==> config.mk <==
export PLATFORM = sky130hd
export DESIGN_NAME = matrix_reader
export DESIGN_NICKNAME = d
export VERILOG_FILES = /design/src/rtl/matrix_reader.sv
export SDC_FILE = /design/constraint.sdc
export NUM_CORES = 1
export LEC_CHECK = 0
export ABC_AREA = 1
export BUFFER_PORTS_ARGS = -buffer_cell sky130_fd_sc_hd__buf_2
export CAP_MARGIN = 10
export CORE_MARGIN = 5
export CORE_UTILIZATION = 32
export DETAILED_ROUTE_END_ITERATION = 8
export GPL_TIMING_DRIVEN = 0
export HOLD_SLACK_MARGIN = 0.12
export PLACE_DENSITY_LB_ADDON = 0.15
export SKIP_LAST_GASP = 1
export SLEW_MARGIN = 20
export SYNTH_ARGS = -nofsm -noshare
export SYNTH_HDL_FRONTEND = slang
export SYNTH_SLANG_ARGS = --single-unit
==> constraint.sdc <==
create_clock -name clk -period 3.7 [get_ports clk]
set_input_delay 0.74 -clock clk [delete_from_list [all_inputs] [get_ports clk]]
set_output_delay 0.74 -clock clk [all_outputs]
set_load 0.02 [all_outputs]
==> src/rtl/matrix_reader.sv <==
// matrix_reader: sweeps an n x n matrix of W-bit words out of a 1-cycle-latency RAM
// and hands each (value, i, j, last) to a consumer over a stb/ack handshake.
// Define MATRIX_READER_TRANSPOSE_EN for a column-major sweep.
module matrix_reader #(
  parameter int unsigned n  = 8,
  parameter int unsigned W  = 32,
  localparam int unsigned IW = $clog2(n)
) (
  input  logic          clk,
  input  logic          rst_n,
  input  logic          start,
  output logic          mem_rd,
  output logic [IW-1:0] mem_i,
  output logic [IW-1:0] mem_j,
  input  logic [W-1:0]  mem_data,
  output logic [W-1:0]  value,
  output logic [IW-1:0] i,
  output logic [IW-1:0] j,
  output logic          last,
  output logic          value_stb,
  input  logic          value_ack,
  output logic          busy,
  output logic          done
);

  localparam logic [2:0] S_IDLE    = 3'd0;
  localparam logic [2:0] S_FETCH   = 3'd1;
  localparam logic [2:0] S_CAPTURE = 3'd2;
  localparam logic [2:0] S_PRESENT = 3'd3;
  localparam logic [2:0] S_DONE    = 3'd4;

  localparam logic [IW-1:0] LAST_IDX = IW'(n - 1);

  logic [2:0]    state_q, state_d;
  logic [IW-1:0] row_q, row_d;
  logic [IW-1:0] col_q, col_d;
  logic [W-1:0]  value_d;
  logic [IW-1:0] i_d, j_d;
  logic          last_d;

  // The address counters are the memory address; they only move outside FETCH.
  assign mem_i = row_q;
  assign mem_j = col_q;

  // State register.
  always_ff @(posedge clk or negedge rst_n) begin
    if (!rst_n) begin
      state_q <= S_IDLE;
    end else begin
      state_q <= state_d;
    end
  end

  // Next-state, counter and element-capture logic.
  always_comb begin
    state_d = state_q;
    row_d   = row_q;
    col_d   = col_q;
    value_d = value;
    i_d     = i;
    j_d     = j;
    last_d  = last;
    case (state_q)
      S_IDLE, S_DONE: begin
        if (start) begin
          row_d   = '0;
          col_d   = '0;
          state_d = S_FETCH;
        end
      end
      S_FETCH: begin
        state_d = S_CAPTURE;
      end
      S_CAPTURE: begin
        value_d = mem_data;
        i_d     = row_q;
        j_d     = col_q;
        last_d  = (row_q == LAST_IDX) && (col_q == LAST_IDX);
        state_d = S_PRESENT;
      end
      S_PRESENT: begin
        if (value_ack) begin
          if (last) begin
            state_d = S_DONE;
          end else begin
            state_d = S_FETCH;
`ifdef MATRIX_READER_TRANSPOSE_EN
            if (row_q == LAST_IDX) begin
              row_d = '0;
              col_d = col_q + IW'(1);
            end else begin
              row_d = row_q + IW'(1);
            end
`else
            if (col_q == LAST_IDX) begin
              col_d = '0;
              row_d = row_q + IW'(1);
            end else begin
              col_d = col_q + IW'(1);
            end
`endif
          end
        end
      end
      default: begin
        state_d = S_IDLE;
      end
    endcase
  end

  // Registered outputs, decoded from the state being entered.
  always_ff @(posedge clk or negedge rst_n) begin
    if (!rst_n) begin
      row_q     <= '0;
      col_q     <= '0;
      value     <= '0;
      i         <= '0;
      j         <= '0;
      last      <= 1'b0;
      mem_rd    <= 1'b0;
      value_stb <= 1'b0;
      busy      <= 1'b0;
      done      <= 1'b0;
    end else begin
      row_q     <= row_d;
      col_q     <= col_d;
      value     <= value_d;
      i         <= i_d;
      j         <= j_d;
      last      <= last_d;
      mem_rd    <= (state_d == S_FETCH);
      value_stb <= (state_d == S_PRESENT);
      busy      <= (state_d == S_FETCH) || (state_d == S_CAPTURE) || (state_d == S_PRESENT);
      done      <= (state_d == S_DONE);
    end
  end

endmodule
* Yosys cells after proc, flatten, opt, wreduce, memory -nomap -nowiden
Index checks and enable logic that the tools add are counted.
Word-level totals: logic and storage cells 48, bits of input ports 36, output and inout port bits 49, flip-flop bits (word level) 52
Operators by class: $add $sub $neg 2, equality and inequality tests 14, reductions and logical operators 8, muxes and demuxes 13
Operator list (number):
- $mux 3 | 10
- $eq 3x2->1 const B | 4
- $eq 3x3->1 const B | 4
- $pmux 3 s2 | 2
- $pmux 3 s4 | 1
- $ne 2x2->1 const B | 4
- $add 3x1->3 const B | 2
- $eq 3x1->1 const B | 2
- $reduce_and 5->1 | 1
- $reduce_and 4->1 | 1
- $logic_not 3->1 | 1
- $logic_or 1x1->1 | 2
- $reduce_bool 2->1 | 1
- $reduce_or 2->1 | 1
- $logic_and 1x1->1 | 1

* Logic depth before layout (Yosys ltp)
depth after elaboration 6, mapped depth 7, depth with buffers taken out 7

* Worst setup path after synthesis
OpenSTA, ideal clock, no wires.
kind reg-to-reg, from reg col_q[0], in the netlist mem_j[0], to reg row_q[0], in the netlist mem_i[0], period minus slack after synthesis 1372 ps, data arrival time 1254 ps, required time 3582 ps, path slack 2328 ps, cell stages (with the launch flop) 8, setup time 118 ps, cells stage by stage dfrtp_1 > ha_1 > ha_1 > nand4_1 > nand2_1 > nand3_1 > nand2_1 > nand2_1
Between the ends: cells in the longest elaborated chain, start to end 3
RTL lines:
- start: declaration | line 36 | logic [IW-1:0] col_q, col_d;
- start signal: assignment | line 126 | col_q <= col_d;
- $eq 3x3->1 | line 95 | if (col_q == LAST_IDX) begin
- $ne 2x2->1 (no line)
- $reduce_and 5->1 (no line)
- end signal: assignment | line 125 | row_q <= row_d;
- end: declaration | line 35 | logic [IW-1:0] row_q, row_d;
Every way passes these cells. A chain may end at the register's enable or synchronous reset.

* Final worst setup path
from reg last, to out last
RTL lines:
- start: declaration | line 19 | output logic last,
- start signal: assignment | line 130 | last <= last_d;
No word-level cell between the ends.

==> results.md <==
Detailed routing:
- Detailed routing inserted a total of between 1500 and 2000 vias.
- The length of the first detailed-routing pass in iterations is 4.
- The routed wire length is just over 5000 um.
- The first routing iteration left 38 violations.
- Once detail routing completed, the nets flagged for antenna violations numbered 0.
- The average wire per standard cell is 12.5 um.
- The routed via count divided by cell count is between 4 and 5.
- For this run, design rule violations remaining after detail routing come to 0.

Final layout:
- The post-route netlist has 33.1% of its cells at a drive strength greater than 1.
- Relative to the synthesized area, the layout overhead comes to 28.6%.
- The number of filler instances in the final layout is 740.
- The leading cell type in the layout, fill and taps excluded is sky130_fd_sc_hd__nand2_1.
- The number of antenna repair diodes is 0.
- Leaving out fill and tap cells, the most frequent cells in the layout are 136 x sky130_fd_sc_hd__nand2_1, 83 x sky130_fd_sc_hd__buf_2, 52 x sky130_fd_sc_hd__dfrtp_1.
- In the final design database the tool counted between 300 and 400 nets.

Power:
- The clock network is responsible for between 10% and 20% of the overall power.
- Internal power comes to 1.41 mW.
- Combinational logic is responsible for between 40 and 50% of the overall power.
- The net switching component of the power is between 1 and 1.5 mW.
- Power spread over the standard cell area amounts to between 900 and 1000 nW/um^2.
- In this run, flip-flops and latches consume a little under two fifths of the power.
- The peak ir drop on the vdd network is 340 uV.
- The overall power is around 2.6 mW.
- Net switching is a little under half of the power.
- For this design the static power due to leakage is roughly 1.7 nW.

Timing:
- The slew at the pin with the worst max-slew slack is ~660 ps.
- Setup violations remaining at the end of the flow were counted as 0.
- The worst path needs 1680 ps of the cycle, external delays included.
- After layout, the worst path uses a little under half of the clock period.
- Setup repair after global routing left no endpoint under its margin.
- The normalized max-slew margin is roughly 56%.
- The final worst clock skew is just over 10 ps.
- The max-slew violation total from the final report is 0.
- Based on the critical path, the design can be clocked at up to 595 MHz.
- Across all setup checks in the final design, the least slack found is slightly above 2000 ps.
- The setup total negative slack is 0 ps.
- Across all hold checks on the routed design, the worst slack comes to ~450 ps.
- The count of final hold-check violations is 0.

Critical path:
- The start-to-end type of the worst setup path is reg -> out.
- The slowest stage of the critical path belongs to the cell sky130_fd_sc_hd__dfrtp_1.
- Of all nets on the critical path, the largest fanout is 4.
- STA classifies the critical path endpoint as a primary output.
- The worst setup path is launched from a flop.
- The critical path goes through buf_2.
- The largest single stage delay on the critical path is 440 ps.
- Data on the critical path arrives at its endpoint at 940 ps.
- Data on the critical path is required at its endpoint by between 2000 and 3000 ps.
- The kind of cell adding the most delay to the critical path is flip-flops.
- Counting both buffers and inverters, the worst setup path holds a total of 1.

CTS:
- The number of hold buffers added after CTS was 0.
- The quantity of gates resized following cts is 0.
- The sink count of the clock tree is 52.
- TritonCTS built the clock tree.
- The TritonCTS buffer count is 5.
- The number of setup buffers added after CTS is 0.
- The total number of H-tree levels is 2.
- The longest clock path from root to sink contains 2 buffers.
- The post-CTS clock slew at the launch and capture registers of the worst setup and hold paths is around 100 ps.
- In this run the clock root is driven by a sky130_fd_sc_hd__clkbuf_8.
- The clock latency reported for the late side of the worst-skew pair is 300 ps.

Yosys:
- The number of warnings issued by yosys is 0.
- After Yosys synthesis, and, or, nand and nor cells account for between 30% and 40% of the synthesized area.
- The synthesized-area fraction occupied by adder cells is 2.31%.
- The fraction of the yosys area taken by sequential cells is between 60 and 70%.
- The number of instances in the synthesized netlist is 240.
- Summing the areas of all compound-gate instances in the mapped netlist gives less than 1% of the synthesized area.
- Summing the areas of all xor and xnor instances in the mapped netlist gives 0% of the synthesized area.
- In the synthesized netlist, mux cells make up 0% of the area.
- The flip-flop and latch count after synthesis is 52.
- The average size of a mapped cell is between 9 and 10 um^2.
- After synthesis, the largest family of logic cells by area is simple AND/OR/NAND/NOR gates.
- The number of library cell types mapped by synthesis is 17.
- Synthesis produced a netlist with a net count of between 200 and 300.
- The synthesized netlist occupies a cell area of 2170 um^2.

Die:
- The standard-cell row count is 30.
- The die outline height is between 90 and 100 um.
- The die boundary width is around 92 um.
- The die covers 8510 um^2.
- The core area is around 6700 um^2.
- Once the floorplan was initialized, standard cells occupied between 30% and 40% of the core.
- 85 I/O pins were placed.

Placement:
- The post-detailed-placement half-perimeter wirelength is ~3800 um.
- The count of input and output buffers is 84.
- The final weighted congestion of routability-driven global placement is 0.729.
- Before CTS, the worst setup slack after placement is 2130 ps.

Global routing:
- The number of antenna violations at the first check in global routing is 0.
- The via count of the first global-routing pass came to 1754.
- The first-pass GRT wire length is 8470 um.
- After global routing the overflow that remains totals 0.
- For this run, the total global-route usage over all layers was measured as ~13%.
- Entering global routing, the biggest net connects 53 pins.

Flow run:
- Max-cap violations in this run came to 0.

Hold path:
- The tightest min-delay check is of the in -> async type.

Outcome:
- The run finished with clean final reports.
[path summary, 6_finish.rpt]
path | from | cells past startpoint | slack [ps] | endpoint
setup / recovery | last | 1 | 2020 | last
min in group clk | value[1] | 2 | 470 | value[1]
hold reg to reg | value[1] | 2 | 470 | value[1]
hold / removal | rst_n | 1 | 450 | value[17]
setup reg to reg | mem_j[0] | 7 | 2270 | mem_i[2]
max in group asynchronous | rst_n | 1 | 2790 | value[1]
[metrics by stage]
stage	instance area [um^2]	utilization [%]	std cells
after floorplan	2170	-	240
after global placement	2690	40.2	404
after detailed placement	2690	40.2	404
after CTS	2790	41.7	412
after global routing	2790	41.7	412
final	2790	41.7	412
[worst reg2reg max path: cells and delay by family (launching register included)]
family	cells	cell delay (ps)
flops	1	440
simple gates	5	510
fa+ha+maj	2	380
[area by class of cell]
class / count / area (um^2) / share of cell area, %
clock buffer: 6 / 82.6 / 2.96
tap: 80 / 100 / 3.59
buffer: 8 / 90.1 / 3.23
clock inverter: 2 / 13.8 / 0.494
timing repair buffer: 84 / 423 / 15.2
multi-input combinational: 169 / 731 / 26.2
sequential: 52 / 1300 / 46.7
inverter: 11 / 43.8 / 1.57
[synthesized netlist by cell type (all sizes together)]
library cell / number / share of area (%)
dfrtp: 52 / 60
a21oi: 1 / 0.23
o21ai: 3 / 0.69
nand2: 136 / 24
inv: 11 / 2.0
nor2: 9 / 2.1
nand3: 13 / 3.5
nand4: 2 / 0.58
buf: 8 / 4.2
ha: 4 / 2.3
nor3: 1 / 0.75
[layer usage]
layer	global-route usage (%)	share of wire (%)	vias up
met2	22.0	51	40
met3	3.04	4.2	5
met5	0	0	-
met4	3.71	0.74	0
li1	-	-	913
met1	15.2	44	827
[flip-flops by register name (all words and copies together), names as in the netlist]
signal	flops
last	1
mem_j	3
state_q	3
done	1
j	3
value	32
busy	1
mem_rd	1
value_stb	1
mem_i	3
i	3
[logic make-up (layout without fill, tap and decap cells)]
logic type | count (synthesis) | in the layout
buf+inv | 19 | 111
compound gates | 4 | 4
fa+ha+maj | 4 | 4
flops | 52 | 52
simple gates | 161 | 161
[power groups by stage]
stage	Clock (mW)	Sequential (mW)	Combinational, mW
floorplan	0	1.26	0.571
global placement	0	0.972	1.28
global route	0.387	1.00	1.40
finish	0.344	0.964	1.26
detailed placement	0	0.976	1.30
CTS	0.363	0.967	1.30
Power figures use the tool's default switching activity.
